## src/rtl/cdb_arbiter_multi.sv

```systemverilog
// rtl/cdb_arbiter_multi.sv - multi-lane Common Data Bus arbiter with registered broadcast lanes
//
// Purpose: grants up to NUM_CDB of NUM_SRC functional-unit result packets per
// cycle. Grants are made by fixed priority (PRIO_MODE=0, index 0 highest) or by
// round-robin (PRIO_MODE=1). Grant k goes to lane k. The lanes are registered,
// so a packet granted in cycle t is broadcast in cycle t+1.
//
// Optional feature: define CDB_AGE_PROMOTE_EN to enable per-source starvation
// counters. A source that has waited STARVE_LIMIT cycles becomes urgent and is
// granted ahead of non-urgent sources.
//
// Ports:
//   clk, reset   - clock and synchronous active-high reset
//   flush        - mispredict flush: no grants this cycle, lanes idle next cycle
//   src_valid    - per-source packet valid
//   src_rob      - per-source dest ROB entry, slice [i*ROB_IDX_W +: ROB_IDX_W]
//   src_result   - per-source result, slice [i*DATA_W +: DATA_W]
//   src_branch   - per-source branch_result bit
//   src_yumi     - per-source consume strobe, combinational
//   cdb_valid    - per-lane broadcast valid, registered
//   cdb_rob      - per-lane dest ROB entry
//   cdb_result   - per-lane result
//   cdb_branch   - per-lane branch_result bit
module cdb_arbiter_multi #(
  parameter int NUM_SRC      = 6,
  parameter int NUM_CDB      = 2,
  parameter int ROB_IDX_W    = 5,
  parameter int DATA_W       = 32,
  parameter int PRIO_MODE    = 0,
  parameter int STARVE_LIMIT = 8
) (
  input  logic                          clk,
  input  logic                          reset,
  input  logic                          flush,
  input  logic [NUM_SRC-1:0]            src_valid,
  input  logic [NUM_SRC*ROB_IDX_W-1:0]  src_rob,
  input  logic [NUM_SRC*DATA_W-1:0]     src_result,
  input  logic [NUM_SRC-1:0]            src_branch,
  output logic [NUM_SRC-1:0]            src_yumi,
  output logic [NUM_CDB-1:0]            cdb_valid,
  output logic [NUM_CDB*ROB_IDX_W-1:0]  cdb_rob,
  output logic [NUM_CDB*DATA_W-1:0]     cdb_result,
  output logic [NUM_CDB-1:0]            cdb_branch
);

  localparam int PTR_W = (NUM_SRC > 1) ? $clog2(NUM_SRC) : 1;
  localparam logic [PTR_W:0]   NSRC_L  = NUM_SRC[PTR_W:0];
  localparam logic [PTR_W-1:0] NSRC_M1 = PTR_W'(NUM_SRC - 1);

  logic [PTR_W-1:0]           rr_ptr;
  logic [PTR_W-1:0]           next_ptr;
  logic                       any_grant;
  logic [NUM_SRC-1:0]         grant;
  logic [NUM_SRC-1:0]         urgent;
  logic [NUM_CDB-1:0]         lane_vld;
  logic [PTR_W-1:0]           lane_sel [NUM_CDB];
  logic [NUM_CDB*ROB_IDX_W-1:0] lane_rob;
  logic [NUM_CDB*DATA_W-1:0]    lane_res;
  logic [NUM_CDB-1:0]           lane_br;

`ifdef CDB_AGE_PROMOTE_EN
  localparam int AGE_W = $clog2(STARVE_LIMIT + 1);
  localparam logic [AGE_W-1:0] AGE_MAX = AGE_W'(STARVE_LIMIT);

  logic [AGE_W-1:0] age [NUM_SRC];

  always_comb begin
    for (int s = 0; s < NUM_SRC; s++) begin
      urgent[s] = (age[s] == AGE_MAX);
    end
  end

  // Wait counters only run while a packet is actually stalled.
  always_ff @(posedge clk) begin
    for (int s = 0; s < NUM_SRC; s++) begin
      if (reset || flush || !src_valid[s] || src_yumi[s]) begin
        age[s] <= '0;
      end else if (age[s] != AGE_MAX) begin
        age[s] <= age[s] + AGE_W'(1);
      end
    end
  end
`else
  logic unused_starve_limit;
  assign unused_starve_limit = (STARVE_LIMIT > 0);
  assign urgent = '0;
`endif

  // Two passes over the scan order: urgent sources first, then the rest.
  // Without age promotion the first pass never takes anything.
  always_comb begin : arbitrate
    int             cnt;
    int             last_pos;
    logic [PTR_W:0]   sum;
    logic [PTR_W-1:0] idx;
    logic [PTR_W-1:0] start;
    logic [PTR_W-1:0] last_idx;
    logic             take;
    grant     = '0;
    lane_vld  = '0;
    for (int k = 0; k < NUM_CDB; k++) begin
      lane_sel[k] = '0;
    end
    any_grant = 1'b0;
    cnt       = 0;
    last_pos  = -1;
    sum       = '0;
    idx       = '0;
    last_idx  = '0;
    take      = 1'b0;
    start     = (PRIO_MODE == 1) ? rr_ptr : '0;
    if (!reset && !flush) begin
      for (int pass = 0; pass < 2; pass++) begin
        for (int p = 0; p < NUM_SRC; p++) begin
          sum = {1'b0, start} + p[PTR_W:0];
          if (sum >= NSRC_L) begin
            sum = sum - NSRC_L;
          end
          idx  = sum[PTR_W-1:0];
          take = src_valid[idx] && !grant[idx] && (cnt < NUM_CDB) &&
                 (urgent[idx] == (pass == 0));
          if (take) begin
            for (int k = 0; k < NUM_CDB; k++) begin
              if (k == cnt) begin
                lane_sel[k] = idx;
                lane_vld[k] = 1'b1;
              end
            end
            grant[idx] = 1'b1;
            cnt        = cnt + 1;
            any_grant  = 1'b1;
            // Pointer follows the furthest grant in scan order, urgent or not.
            if (p > last_pos) begin
              last_pos = p;
              last_idx = idx;
            end
          end
        end
      end
    end
    next_ptr = (last_idx == NSRC_M1) ? '0 : last_idx + PTR_W'(1);
  end

  assign src_yumi = grant;

  // Idle lanes carry all-zero fields.
  always_comb begin : lane_mux
    lane_rob = '0;
    lane_res = '0;
    lane_br  = '0;
    for (int k = 0; k < NUM_CDB; k++) begin
      for (int s = 0; s < NUM_SRC; s++) begin
        if (lane_vld[k] && (lane_sel[k] == s[PTR_W-1:0])) begin
          lane_rob[k*ROB_IDX_W +: ROB_IDX_W] = src_rob[s*ROB_IDX_W +: ROB_IDX_W];
          lane_res[k*DATA_W +: DATA_W]       = src_result[s*DATA_W +: DATA_W];
          lane_br[k]                         = src_branch[s];
        end
      end
    end
  end

  always_ff @(posedge clk) begin
    if (reset) begin
      cdb_valid  <= '0;
      cdb_rob    <= '0;
      cdb_result <= '0;
      cdb_branch <= '0;
      rr_ptr     <= '0;
    end else begin
      cdb_valid  <= lane_vld;
      cdb_rob    <= lane_rob;
      cdb_result <= lane_res;
      cdb_branch <= lane_br;
      if (any_grant) begin
        rr_ptr <= next_ptr;
      end
    end
  end

endmodule
```

## config.mk

```make
export PLATFORM = sky130hd
export DESIGN_NAME = cdb_arbiter_multi
export DESIGN_NICKNAME = d
export VERILOG_FILES = /design/src/rtl/cdb_arbiter_multi.sv
export SDC_FILE = /design/constraint.sdc
export NUM_CORES = 1
export LEC_CHECK = 0
export ABC_CLOCK_PERIOD_IN_PS = 5100
export CORE_ASPECT_RATIO = 1.4
export CORE_UTILIZATION = 42
export CTS_CLUSTER_DIAMETER = 60
export CTS_CLUSTER_SIZE = 16
export DETAILED_ROUTE_END_ITERATION = 10
export PLACE_DENSITY = 0.83
export SYNTH_ARGS = -nofsm -noshare
export SYNTH_HDL_FRONTEND = slang
export SYNTH_SLANG_ARGS = --single-unit
```

## constraint.sdc

```tcl
create_clock -name clk -period 5.1 [get_ports clk]
set_input_delay 1.275 -clock clk [delete_from_list [all_inputs] [get_ports clk]]
set_output_delay 1.275 -clock clk [all_outputs]
set_load 0.02 [all_outputs]
```

### Word-level counts from Yosys, hierarchy flattened

Index checks and enable logic that the tools add are counted.

| storage, ports and cells | value |
|---|---|
| register bits | 78 |
| input port bits | 237 |

| operators by class | value |
|---|---|
| magnitude comparators | 6 |
| equality and inequality tests | 16 |
| multiplexer cells | 99 |
| $add $sub $neg | 5 |
| reduce and logical (&&, ||, !) cells | 36 |

Operators by type and width:

| operator | number |
|---|---|
| $mux W32 | 23 |
| $eq A2 B32 Y1 const A | 6 |
| $logic_not A32 Y1 | 6 |
| $lt A32 B3 Y1 const B | 6 |
| $add A32 B2 Y32 const B | 5 |
| $mux W6 | 11 |
| $mux W5 | 12 |
| $mux W3 | 12 |
| $mux W1 | 31 |
| $logic_and A1 B1 Y1 | 25 |
| $mux W2 | 10 |
| $eq A3 B2 Y1 const B | 4 |
| $eq A3 B3 Y1 const B | 4 |
| $eq A3 B1 Y1 const B | 2 |
| $logic_not A3 Y1 | 2 |
| $logic_not A1 Y1 | 3 |

### Logic depth before layout (Yosys ltp)

| logic depth | value |
|---|---|
| depth after elaboration | 36 |
| depth in mapped cells | 17 |
| depth with buffers taken out | 15 |

### Worst setup path after synthesis

Ideal clock, no wire load.

| timing path | value |
|---|---|
| path type | input -> output |
| start | input src_valid[0] |
| end | output src_yumi[5] |
| arrival | 3.431 ns |
| stages on the path | 10 |
| path slack | 0.394 ns |
| required time | 3.825 ns |
| cells stage by stage | inv_1 > ha_1 > or3b_1 > a21boi_1 > ha_1 > o21a_1 > ha_1 > nor2b_1 > o21ai_0 > nor2_1 |

| on the way | value |
|---|---|
| word-level cells in the longest chain between the ends | 24 |
| elaborated cells on any way between the ends | 28 |
| those cells by class | 4 x add/sub; 5 x order compare; 12 x mux; 7 x reduce/logical |

Ends and longest elaborated chain:

| item | RTL line | text |
|---|---|---|
| start, declared | 35 | `input logic [NUM_SRC-1:0] src_valid,` |
| $logic_and A1 B1 Y1 (*) (2 in a row) | 120 | `take = src_valid[idx] && !grant[idx] && (cnt < NUM_CDB) &&` |
| $mux W32 (*) | 122 | `if (take) begin` |
| $mux W32 (*) | 112 | `if (!reset && !flush) begin` |
| $lt A32 B3 Y1 | 120 |  |
| $logic_and A1 B1 Y1 | 120 |  |
| $mux W32 (*) | 122 |  |
| $mux W32 (*) | 112 |  |
| $lt A32 B3 Y1 | 120 |  |
| (+7 left out) | n/a |  |
| $lt A32 B3 Y1 | 120 |  |
| $logic_and A1 B1 Y1 | 120 |  |
| $mux W32 (*) | 122 |  |
| $mux W32 (*) | 112 |  |
| $lt A32 B3 Y1 (*) | 120 |  |
| $logic_and A1 B1 Y1 (*) | 120 |  |
| $mux W1 (*) | 122 |  |
| $mux W6 (*) | 112 |  |
| end, declared | 39 | `output logic [NUM_SRC-1:0] src_yumi,` |

Mark *: on every way between the ends. The rest lies on a longest branch, timed or not. The select of a mux whose other input is x is not followed.

### Final worst setup path

Same ends and word-level chain as after synthesis.

==> impl_metrics.tcl <==
set metrics [dict create \
    yosysUniqueCellTypes 58 \
    synth_mux_area_share_pct 24.8 \
    vias_per_cell 6.33 \
    drive_above_1_share_pct 19.8 \
    drt_pass1_iterations 5 \
    wl_um 29500 \
    cts-buffers-inserted 9 \
    multiInputGateArea_mm2 0.00460 \
    critPathCaptureType "primary output" \
    core_mm2 0.0151 \
    ys.flop_type "dfxtp_1" \
    pwr-share-comb_pct 45.5 \
    layout.area.seq_mm2 0.00156 \
    drc 0 \
    grt_start_max_net_pins 54 \
    max_freq_mhz 203 \
    rsz0062_at_grt "no" \
    holdBufCountCts 0 \
    async_flop_share_pct 0 \
    cp_top_family "adder cells" \
    yosysTopAreaCellShare_pct 24.0 \
    drv_cap 0 \
    grt_pass1_vias 8103 \
    final_cell_count_no_fill 1271 \
    grt_usage_pct 35.9 \
    die-area_mm2 0.0160 \
    synthAdderAreaFrac_pct 1.92 \
    hold_depth 3 \
    p_int_mw 1.55 \
    period_share_pct 96.6 \
    yosys.area.top_type "dfxtp_1" \
    numPortBuffers 320 \
    synth-compound-area-share_pct 28.8 \
    switching_share_pct 34.6 \
    grt_antenna_before_repair 3 \
    worst-path-stages 12 \
    clockBufferDepth 2 \
    max_stage_delay_ns 0.38 \
    min_path_type "in -> reg" \
    cts_tree "built" \
    nets 1319 \
    syn_area_mm2 0.00651 \
    area_delta_synth_final_pct 66.4 \
    synth-edff-count 0 \
    ir_drop_v 0.000133 \
    min_delay_worst_endpoint "cdb_valid[1]$_SDFF_PP0_" \
    worst-path-buf-inv 3 \
    min_from "reset" \
    worst_slew_pin_slew_ns 0.699 \
    cp_slowest_cell "or3b_1" \
    cp_max_fo 6 \
    post-route-min-period_ns 4.92 \
    crit_top_cell "ha_1" \
    grt_overflow 0 \
    power_mw 2.37 \
    detail-route-antenna-nets 0 \
    synthTopCellsByArea "dfxtp_1, mux2i_1, mux2_2, a2111oi_2, o21ai_0" \
    yosysWarnings 0 \
    rows 53 \
    dp_cells 1253 \
    synthSimpleGateAreaFrac_pct 13.9 \
    p_clk_share_pct 26.5 \
    pwr_density_cell_mw_per_mm2 219 \
    status "finished, final reports clean" \
    start_util_pct 43.3 \
    drv_slew 0 \
    cp-start-kind "input pin" \
    avgSynthCellArea_um2 8.93 \
    die_w_um 107 \
    gp_congestion 0.936 \
    final-setup-viol-count 0 \
    syn_nets 976 \
    p_sw_uw 819 \
    max_slew_margin_pct 53.1 \
    drt_iter0_markers 594 \
    cp_cell_sequence "dlygate4sd2_1 > inv_1 > ha_2 > or3b_1 > a21boi_1 > ha_1 > o21a_1 > ha_1 > nor2b_1 > o21ai_1 > nor2_1 > buf_4" \
    synth_top_family_by_area "compound AO/OA/AOI/OAI gates" \
    seqPwrFrac_pct 28.0 \
    clk_pin_slew_ns 0.06 \
    synth_xor_area_share_pct 0.269 \
    hold_viol_final 0 \
    num_vias 8045 \
    crit_type "in -> out" \
    io_pins 321 \
    dieHeight_um 149 \
    synth_seq_cells 78 \
    ys_seq_area_share_pct 24.0 \
    dpl.hpwl_um 22200 \
    power.leakage_nw 3.96 \
    arrival_ns 3.65 \
    cts.sinks 78 \
    routedWlPerCell_um 23.2 \
    synth_cells 729 \
    grt_pass1_wl_um 44100 \
    htree_num_levels 3 \
    required_ns 3.83 \
    fill_cells 1147 \
    root_buffer "clkbuf_16" \
]
worst min-delay path, stage by stage:
cell and delay (ns):
buf_2 0.14, or2_2 0.26, a31oi_1 0.06
cell families (layout without fill, tap and decap cells):
logic type      Yosys count  after routing
compound gates          235            235
xor+xnor                  2              2
fa+ha+maj                10             10
buf+inv                  88            436
flops                    78             78
mux                     153            153
other cells               0              2
simple gates            163            163
cell usage in the layout, fill, tap and decap left out, types with 13 or more instances in the layout:
master / n
a31oi_1: 43
mux2_2: 48
o21ai_0: 68
nor3_1: 49
buf_12: 20
nand2_1: 48
mux2i_1: 102
a32oi_1: 13
a2111oi_2: 35
clkdlybuf4s50_1: 315
o221ai_1: 29
nand4b_1: 31
buf_4: 70
dfxtp_1: 78
sequential cells by signal, indices dropped and copies added (netlist names):
| signal | flops |
|---|---|
| cdb_result | 64 |
| cdb_rob | 10 |
| cdb_branch | 2 |
| cdb_valid | 2 |
worst max-delay path by stage:
stage | startpoint | endpoint
final | src_valid[0] | src_yumi[5]
after global routing | src_valid[1] | src_yumi[5]
after CTS | src_valid[1] | src_yumi[5]
after detailed placement | src_valid[1] | src_yumi[5]
after global placement | src_valid[1] | src_yumi[5]
after floorplan | src_valid[0] | src_yumi[5]
metrics by stage:
stage / util, % / cell area [um^2] / hold WS [ns] / setup TNS, ns / worst slack (ns)
final: 72.0 / 10800 / 1.47 / 0 / 0.176
after global routing: 72.0 / 10800 / 1.48 / 0 / 0.0271
after CTS: 72.0 / 10800 / 1.43 / 0 / 0.158
after detailed placement: 70.2 / 10600 / 1.79 / -5.70 / -0.605
after global placement: 70.2 / 10600 / 1.78 / -1.41 / -0.546
after floorplan: - / 6510 / 1.42 / 0 / 0.394
cells in the mapped netlist (13+ instances only):
cell,number
mux2_2,48
a32oi_1,13
a2111oi_2,35
nand2_1,49
buf_2,32
nand4b_1,31
nor3_1,49
dfxtp_1,78
clkbuf_1,34
o21ai_0,69
a31oi_1,45
mux2i_1,102
o221ai_1,29
cell type report:
cell class | instances | area share (%)
antenna | 2 | 0.0462
clock buffer | 12 | 2.27
clock inverter | 4 | 0.289
inverter | 11 | 0.381
multi-input combinational | 563 | 42.5
sequential | 78 | 14.4
tap | 192 | 2.22
timing repair buffer | 409 | 37.9
routing by layer:
layer	vias up	track usage [%]	share of wire, %
met5	-	0	0.044
met4	2	21.8	6.3
met3	140	6.42	9.2
met2	559	62.4	48
met1	3776	40.5	36
li1	3568	-	-
power by group through the flow:
stage          logic, mW  registers (mW)  clock network, mW
2_1_floorplan      0.475           0.725                  0
3_3_place_gp        1.05           0.676                  0
3_5_place_dp        1.06           0.676                  0
4_1_cts             1.06           0.663              0.632
5_1_grt             1.13           0.666              0.656
6_report            1.08           0.663              0.627
timing repair:
action / CTS / global route
endpoints found under the setup margin: 2 / 2
setup buffers: 0 / 0
gates resized for setup: 10 / 3
endpoints found under the hold margin: 0 / 0
cloned: 0 / 0
No activity file was read; power rests on OpenSTA's default activity.
